<file path="src/rtl/secure_voting_machine.sv">
// Password-gated three-candidate ballot counter with saturating 8-bit tallies,
// wrong-password lockout and a registered winner published when the election closes.
module secure_voting_machine #(
  parameter logic [3:0] ADMIN_KEY = 4'b1010,
  parameter int         MAX_FAILS = 3
) (
  input  logic       clk,
  input  logic       reset,
  input  logic [3:0] admin_password,
  input  logic       enable_admin,
  input  logic       result_mode,
  input  logic       vote_a,
  input  logic       vote_b,
  input  logic       vote_c,
  output logic [7:0] count_a,
  output logic [7:0] count_b,
  output logic [7:0] count_c,
  output logic [1:0] winner,
  output logic       voting_enabled,
  output logic       busy
);

  localparam int FW = $clog2(MAX_FAILS + 1);
  localparam logic [FW-1:0] FAIL_LIMIT = FW'(MAX_FAILS);

  typedef enum logic [2:0] {
    LOCKED  = 3'd0,
    LOCKOUT = 3'd1,
    READY   = 3'd2,
    HOLD    = 3'd3,
    RESULT  = 3'd4
  } state_t;

  state_t          r_state;
  state_t          w_state_next;
  logic [FW-1:0]   r_fail_cnt;
  logic [FW-1:0]   w_fail_next;
  logic [2:0]      r_prev_vote;
  logic            r_prev_admin;
  logic [7:0]      r_count [3];
  logic [7:0]      w_count_next [3];
  logic [1:0]      r_winner;
  logic [1:0]      w_winner_next;
  logic            r_voting_enabled;
  logic            r_busy;
  logic            w_ve_next;
  logic            w_busy_next;
  logic [2:0]      w_vote;
  logic [2:0]      w_vote_rise;
  logic            w_admin_rise;
  logic [1:0]      w_winner_calc;

  assign w_vote       = {vote_c, vote_b, vote_a};
  assign w_vote_rise  = w_vote & ~r_prev_vote;
  assign w_admin_rise = enable_admin & ~r_prev_admin;

  // A strictly largest tally wins; any shared maximum (including all zero) is a tie.
  always_comb begin
    w_winner_calc = 2'b00;
    if (r_count[0] > r_count[1] && r_count[0] > r_count[2])
      w_winner_calc = 2'b01;
    else if (r_count[1] > r_count[0] && r_count[1] > r_count[2])
      w_winner_calc = 2'b10;
    else if (r_count[2] > r_count[0] && r_count[2] > r_count[1])
      w_winner_calc = 2'b11;
  end

  always_comb begin
    w_state_next  = r_state;
    w_fail_next   = r_fail_cnt;
    w_winner_next = r_winner;
    for (int i = 0; i < 3; i++)
      w_count_next[i] = r_count[i];

    case (r_state)
      LOCKED: begin
        if (w_admin_rise) begin
          if (admin_password == ADMIN_KEY) begin
            w_state_next = READY;
            w_fail_next  = '0;
          end else begin
            w_fail_next = r_fail_cnt + FW'(1);
            if (w_fail_next == FAIL_LIMIT)
              w_state_next = LOCKOUT;
          end
        end
      end
      READY: begin
        // Closing the election wins over a vote edge on the same cycle.
        if (result_mode) begin
          w_state_next  = RESULT;
          w_winner_next = w_winner_calc;
        end else if (|w_vote_rise) begin
          w_state_next = HOLD;
          if ($onehot(w_vote_rise)) begin
            for (int i = 0; i < 3; i++)
              if (w_vote_rise[i] && r_count[i] != 8'hFF)
                w_count_next[i] = r_count[i] + 8'd1;
          end
        end
      end
      HOLD: begin
        if (result_mode) begin
          w_state_next  = RESULT;
          w_winner_next = w_winner_calc;
        end else if (w_vote == 3'b000) begin
          w_state_next = READY;
        end
      end
      default: begin
      end
    endcase

    w_ve_next   = (w_state_next == READY) || (w_state_next == HOLD);
    w_busy_next = (w_state_next == HOLD);
  end

  always_ff @(posedge clk or negedge reset) begin
    if (!reset) begin
      r_state          <= LOCKED;
      r_fail_cnt       <= '0;
      r_prev_vote      <= 3'b000;
      r_prev_admin     <= 1'b0;
      r_winner         <= 2'b00;
      r_voting_enabled <= 1'b0;
      r_busy           <= 1'b0;
      for (int i = 0; i < 3; i++)
        r_count[i] <= 8'd0;
    end else begin
      r_state          <= w_state_next;
      r_fail_cnt       <= w_fail_next;
      r_prev_vote      <= w_vote;
      r_prev_admin     <= enable_admin;
      r_winner         <= w_winner_next;
      r_voting_enabled <= w_ve_next;
      r_busy           <= w_busy_next;
      for (int i = 0; i < 3; i++)
        r_count[i] <= w_count_next[i];
    end
  end

  assign count_a        = r_count[0];
  assign count_b        = r_count[1];
  assign count_c        = r_count[2];
  assign winner         = r_winner;
  assign voting_enabled = r_voting_enabled;
  assign busy           = r_busy;

endmodule

</file>
<file path="config.mk">
export PLATFORM = sky130hd
export DESIGN_NAME = secure_voting_machine
export DESIGN_NICKNAME = d
export VERILOG_FILES = /design/src/rtl/secure_voting_machine.sv
export SDC_FILE = /design/constraint.sdc
export NUM_CORES = 1
export LEC_CHECK = 0
export BUFFER_PORTS_ARGS = -buffer_cell sky130_fd_sc_hd__buf_4
export CORE_UTILIZATION = 50
export CTS_CLUSTER_DIAMETER = 80
export DETAILED_ROUTE_END_ITERATION = 16
export HOLD_SLACK_MARGIN = 0.03
export PLACE_DENSITY = 0.72
export SYNTH_ARGS = -nofsm -noshare
export SYNTH_HDL_FRONTEND = slang
export SYNTH_SLANG_ARGS = --single-unit
</file>
<file path="constraint.sdc">
create_clock -name clk -period 2.4 [get_ports clk]
set_input_delay 0.36 -clock clk [delete_from_list [all_inputs] [get_ports clk]]
set_output_delay 0.36 -clock clk [all_outputs]
set_load 0.1 [all_outputs]
</file>
==> impl_results.md, run 1 <==
- Via count: 1755
- Hold Violations, Final: 0
- Met2 Routed Length: 2170 microns
- Vias in the first global route: 1612
- Crit Path Max Fanout: 3
- Clock transition at path regs: 0.07 ns
- DP Wirelength: 3490 microns
- Final nets: 310
- Die area: 4630 sq um
- Syn Area/Cell: 10.5 sq um
- CP Capture Type: flip-flop
- Largest net degree at the start of global routing: 38
- Syn-to-layout area delta: 32.1%
- CTS Root Cell: clkbuf_8
- Post-Route M1 WL: 2330 microns
- Wire per inst: 14.7 microns
- Clk buf depth: 2
- Final Critical Period: 2.48 ns
- Setup ws final: -0.0846 ns
- Peak supply drop: 0.000324 V
- Actual slew at the worst max-slew pin: 0.589 ns
- Vias per inst: 5.47
- CTS tree: done
- YS warnings: 0
- Yosys reg bits: 37
- P_leak: 1.36 nW
- Commonest non-fill, non-tap cell in the layout: buf_4
- Number of max-cap violations: 0
- EDFF count, synth: 0
- GR Overflow Total: 0
- Rows: 23
- Multi-input gate area: 1270 sq um
- ANT cells: 0
- Critical path class: flip-flop to flip-flop
- Slew HR: 59.7%
- Antenna violations before repair: 0
- Distinct cell type count after synthesis: 39
- First-pass GRT wire length: 7570 microns
- Maximum clock frequency: 402 MHz
- Post-Syn Instances: 207
- Area of the core: 4090 sq um
- P per Cell Area: 553 nW/um^2
- P_sw: 0.000476 W
- Yosys top cell area share: 42.4%
- Main area contributors after synthesis: dfrtp_1, ha_1, xnor2_1
- I/O pins: 39
- Die X: 68.1 microns
- Fraction of registers with async set/reset: 100%
- Most frequent cells in the layout: buf_4, dfrtp_1, ha_1
- # DRC: 0
- Final ANT Viol Nets: 0
- Int Pwr: 0.00112 W
- Cts bufs inserted: 5
- Worst Path Required: 2.57 ns
- Unrepaired setup endpoints after global routing: yes
- Post-route design area: 2880 sq um
- Data arrival time of the worst path: 2.66 ns
- GRT Overall Usage: 22.8%
- Starting Density: 53.4%
- Post-synthesis sequential area ratio: 42.4%
- Sequential cell area: 936 sq um
- Clk_skew: 0.00346 ns
- Synthesized area: 2180 sq um
- Fillers: 317
- Skew-Pair Late Insertion Delay: 0.29 ns
- Met3 WL: 167 microns
- Initial DRC count: 72
- Pre-antenna DRT Iters: 4
- Crit start category: flip-flop
- Combinational share of power: 19.9%
- DRT Wirelength: 4720 microns
- Synth area leader: dfrtp_1
- H-tree Lvls: 2
- Sw frac: 29.9%
- Uppermost layer routed: met4
- Total clock sinks: 37
- GP Congestion: 0.814
- Die Y: 68.1 microns
- Path category of the worst min-delay check: input port to asynchronous set/reset pin
- Clk pwr share: 34.8%
- Placed cell area: 2660 sq um
- Fin. max-slew vios: 0
- Failing checks: setup timing
- Setup TNS: -0.438 ns
- IO Port Bufs: 38
- Final count of negative-setup-slack endpoints: 9
- Tcrit/Tclk final: 104%
- Net Count, Synth: 247
- Outcome: finished with violations
- Total power: 0.00159 W
- Fraction of layout instances using a drive strength above 1: 32.1%
- Sequential share of power: 45.4%
- Top FF cell, synth: dfrtp_1
==> state kept, by name, summed over array words and instances (netlist names) <==
register	cells
busy	1
count_a	8
count_b	8
count_c	8
r_fail_cnt	2
r_prev_admin	1
r_prev_vote	3
r_state	3
voting_enabled	1
winner	2
==> logic make-up (layout without fill, tap and decap cells) <==
kind of cell / after synthesis / count (layout) / synth area share (%)
compound gates: 30 / 30 / 10.1
simple gates: 69 / 69 / 17.8
xor+xnor: 21 / 21 / 8.43
fa+ha+maj: 29 / 29 / 17.0
buf+inv: 19 / 83 / 3.27
mux: 2 / 2 / 1.03
flops: 37 / 37 / 42.4
==> cell usage after synthesis (all sizes together), types with 3 or more instances <==
| cell type | n |
|---|---|
| a21oi | 8 |
| dfrtp | 37 |
| ha | 28 |
| inv | 19 |
| nand2 | 16 |
| nand2b | 4 |
| nand3 | 7 |
| nand4 | 10 |
| nor2 | 12 |
| nor2b | 4 |
| nor3 | 3 |
| nor4b | 3 |
| o211ai | 3 |
| o21ai | 4 |
| xnor2 | 19 |
==> path summary, 6_finish.rpt <==
check	start	end	slack (ns)	depth (start not counted)
max	r_prev_vote[0]	count_b[7]	-0.08	8
min	reset	count_a[4]	0.02	1
max reg2reg	r_prev_vote[0]	count_b[7]	-0.08	8
min reg2reg	r_fail_cnt[1]	r_fail_cnt[1]	0.51	2
max in group asynchronous	reset	count_c[1]	2.03	1
min in group clk	enable_admin	r_prev_admin	0.19	1
==> metal layers <==
metal | GRT usage [%] | up-vias
met5 | 0 | -
met4 | 7.03 | 0
met3 | 5.50 | 7
met2 | 35.0 | 36
met1 | 31.6 | 840
li1 | - | 872
==> through the flow <==
| step | hold WS [ns] | std cells | util (%) | setup slack [ns] |
|---|---|---|---|---|
| detailed placement | 0.343 | 309 | 65.1 | -0.149 |
| finish | 0.0186 | 321 | 70.5 | -0.0846 |
| global route | 0.0483 | 321 | 70.5 | -0.203 |
| global placement | 0.341 | 309 | 65.1 | -0.105 |
| floorplan | 0.0644 | 207 | - | -0.210 |
| CTS | 0.0327 | 319 | 68.8 | -0.0885 |
==> area by class of cell <==
cell class              count  area share [%]
repair buffers             56            14.9
multi-input cells         151            44.0
clock inverters             1            1.04
clock buffers               7            3.00
well taps                  50            2.17
flip-flops and latches     37            32.5
inverters                  19            2.48
==> power groups by stage <==
stage	sequential [W]	combinational, W	clock (W)
detailed placement	0.000733	0.000317	0
floorplan	0.000851	0.0000977	0
global placement	0.000733	0.000311	0
CTS	0.000722	0.000317	0.000560
global route	0.000731	0.000346	0.000595
finish	0.000722	0.000316	0.000554
==> what timing repair did <==
| action | CTS | global route |
|---|---|---|
| resized for setup | 3 | 10 |
| endpoints found under the setup margin | 10 | 14 |
| setup buffers | 3 | 3 |
| gates cloned | 0 | 0 |
| hold buffers | 0 | 0 |
| pin swaps | 8 | 1 |
==> worst max-delay path: stages (launching register included) <==
cell,delay [ns]
dfrtp_1,0.36
nand2b_4,0.14
fa_1,0.48
nor4b_2,0.28
nand2_2,0.14
a311oi_4,0.24
and4_1,0.23
or3b_1,0.37
xnor2_1,0.13
No activity file was read; power rests on OpenSTA's default activity.
==> run 2: changes to the inputs <==
--- a/config.mk
+++ b/config.mk
@@ -11,6 +11,7 @@
 export DETAILED_ROUTE_END_ITERATION = 16
 export HOLD_SLACK_MARGIN = 0.03
 export PLACE_DENSITY = 0.72
+export SKIP_LAST_GASP = 1
 export SYNTH_ARGS = -nofsm -noshare
 export SYNTH_HDL_FRONTEND = slang
 export SYNTH_SLANG_ARGS = --single-unit
==> run 2 against run 1 <==
Net effect:
- the flow still finishes with violations (setup timing)
- clock power about the same
- sequential power about the same
- final cell count unchanged
- clock-buffer cell count unchanged
- critical path type unchanged
- highest routed layer unchanged
- largest power group unchanged
==> impl_results.md, run 2 (synthesis gave the netlist of run 1 again) <==
- Clk pwr share: 34.8% (about the same)
- First-pass GRT wire length: 7580 microns (about the same)
- Initial DRC count: 80 (+11%)
- Largest net degree at the start of global routing: 38 (unchanged)
- Post-route insts no fill: 321 (unchanged)
- Post-route design area: 2880 sq um (unchanged)
- Maximum clock frequency: 403 MHz (+0.18%)
- Peak supply drop: 0.000324 V (+0.22%)
- R2R depth: 8 (unchanged)
- GRT Overall Usage: 22.8% (+0.035 points)
- I/O pins: 39 (unchanged)
- CTS Root Cell: clkbuf_8
- Antenna violations before repair: 0 (unchanged)
- Die area: 4630 sq um (unchanged)
- IO Port Bufs: 38 (unchanged)
- Total power: 0.00159 W (about the same)
- Reg-to-Reg End: count_b[7]
- Hold Buf Count CTS: 0 (unchanged)
- H-tree Lvls: 2 (unchanged)
- Skew-Pair Late Insertion Delay: 0.29 ns (about the same)
- Clk_skew: 0.00355 ns (+0.0000924 ns)
- P_sw: 0.000476 W (about the same)
- Clock transition at path regs: 0.07 ns (about the same)
- GP Congestion: 0.814 (unchanged)
- Fin util: 70.5% (unchanged)
- Most frequent cells in the layout: buf_4, dfrtp_1, ha_1
- Fillers: 315 (-0.63%)
- Via count: 1773 (+1.0%)
- Hold Violations, Final: 0 (unchanged)
- Total clock sinks: 37 (unchanged)
- P_leak: 1.36 nW (unchanged)
- Final Critical Period: 2.48 ns (-0.00441 ns)
- Wire per inst: 14.8 microns (+0.23%)
- R2R setup slack: -0.08 ns (about the same)
- Die X: 68.1 microns (unchanged)
- GR Overflow Total: 0 (unchanged)
- Crit Path Max Fanout: 3 (unchanged)
- Inst Count DP: 309 (unchanged)
- Failing checks: setup timing
- Path category of the worst min-delay check: input port to asynchronous set/reset pin
- Sequential share of power: 45.4% (about the same)
- Rows: 23 (unchanged)
- Critical path class: flip-flop to flip-flop
- Commonest non-fill, non-tap cell in the layout: buf_4
- Area of the core: 4090 sq um (unchanged)
- Int Pwr: 0.00112 W (about the same)
- # DRC: 0 (unchanged)
- Setup ws final: -0.0802 ns (+0.00441 ns)
- P per Cell Area: 553 nW/um^2 (about the same)
- Vias in the first global route: 1624 (+0.74%)
- Actual slew at the worst max-slew pin: 0.584 ns (-0.00586 ns)
- Starting Density: 53.4% (unchanged)
- ANT cells: 0 (unchanged)
- Data arrival time of the worst path: 2.65 ns (about the same)
- Unrepaired setup endpoints after global routing: yes
- Outcome: finished with violations
- Cts bufs inserted: 5 (unchanged)
- DP Wirelength: 3490 microns (unchanged)
- Slew HR: 60.1% (+0.40 points)
- Fraction of layout instances using a drive strength above 1: 32.1% (unchanged)
- Placed cell area: 2660 sq um (unchanged)
- DRT Wirelength: 4740 microns (+0.23%)
- Clk buf depth: 2 (unchanged)
- Final count of negative-setup-slack endpoints: 8 (-1)
- Crit start category: flip-flop
- Tcrit/Tclk final: 103% (-0.18 points)
- CTS tree: done
- Vias per inst: 5.52 (+1.0%)
- Final nets: 310 (unchanged)
- CP Capture Type: flip-flop
- Combinational share of power: 19.9% (about the same)
- Pre-antenna DRT Iters: 4 (unchanged)
- R2R Path Start: r_prev_vote[0]
- Sw frac: 29.9% (about the same)
- Die Y: 68.1 microns (unchanged)
- Fin. max-slew vios: 0 (unchanged)
- Number of max-cap violations: 0 (unchanged)
- Final ANT Viol Nets: 0 (unchanged)
- Syn-to-layout area delta: 32.1% (unchanged)
- Worst Path Required: 2.57 ns (about the same)
==> run 2: routing by layer <==
layer | share of wire [%] | up-vias | track usage (%)
li1 | - | 870 | -
met1 | 49 | 856 | 31.9
met2 | 45 | 38 | 34.3
met3 | 3.9 | 9 | 5.50
met4 | 1.9 | 0 | 8.07
met5 | 0 | - | 0
==> run 2: worst max path at each step <==
stage,from,depth (start not counted),end
after CTS,r_prev_vote[0],8,count_b[7]
after detailed placement,vote_c,9,count_b[7]
final,r_prev_vote[0],8,count_b[7]
after global placement,vote_a,9,count_b[7]
after global routing,r_prev_vote[0],9,count_c[7]
after floorplan,r_prev_vote[0],8,count_b[7]
==> run 2: layout make-up <==
cell class / instances / area [sq um] / area share, %
inverter: 19 / 71.3 / 2.48
sequential: 37 / 936 / 32.5
timing repair buffer: 56 / 428 / 14.9
tap: 50 / 62.6 / 2.17
multi-input combinational: 151 / 1270 / 44.0
clock buffer: 7 / 86.3 / 3.00
clock inverter: 1 / 30.0 / 1.04
==> run 2: worst max-delay path, cell delays in order, from the launching register on <==
cell,delay [ns]
dfrtp_1,0.36
nand2b_4,0.14
fa_1,0.48
nor4b_2,0.28
nand2_2,0.14
a311oi_4,0.24
and4_1,0.23
or3b_1,0.37
xnor2_1,0.13
==> run 2: power by group through the flow <==
stage	combinational [W]	clock, W	sequential, W
2_1_floorplan	0.0000977	0	0.000851
3_3_place_gp	0.000311	0	0.000733
3_5_place_dp	0.000317	0	0.000733
4_1_cts	0.000317	0.000560	0.000722
5_1_grt	0.000346	0.000595	0.000731
6_report	0.000316	0.000554	0.000722
==> run 2: timing repair <==
action                                  4_1_cts  5_1_grt
endpoints found under the hold margin         0        0
resized for setup                             2       11
buffers inserted                              3        3
pin swaps                                     7        1
endpoints found under the setup margin       10       14
==> run 2: stage by stage <==
| step | setup TNS [ns] | hold slack [ns] | setup WS (ns) |
|---|---|---|---|
| 3_3_place_gp | -0.261 | 0.341 | -0.105 |
| 5_1_grt | -1.90 | 0.0479 | -0.204 |
| 4_1_cts | -0.375 | 0.0327 | -0.0885 |
| 2_1_floorplan | -0.307 | 0.0644 | -0.210 |
| 3_5_place_dp | -0.432 | 0.343 | -0.149 |
| 6_report | -0.429 | 0.0185 | -0.0802 |
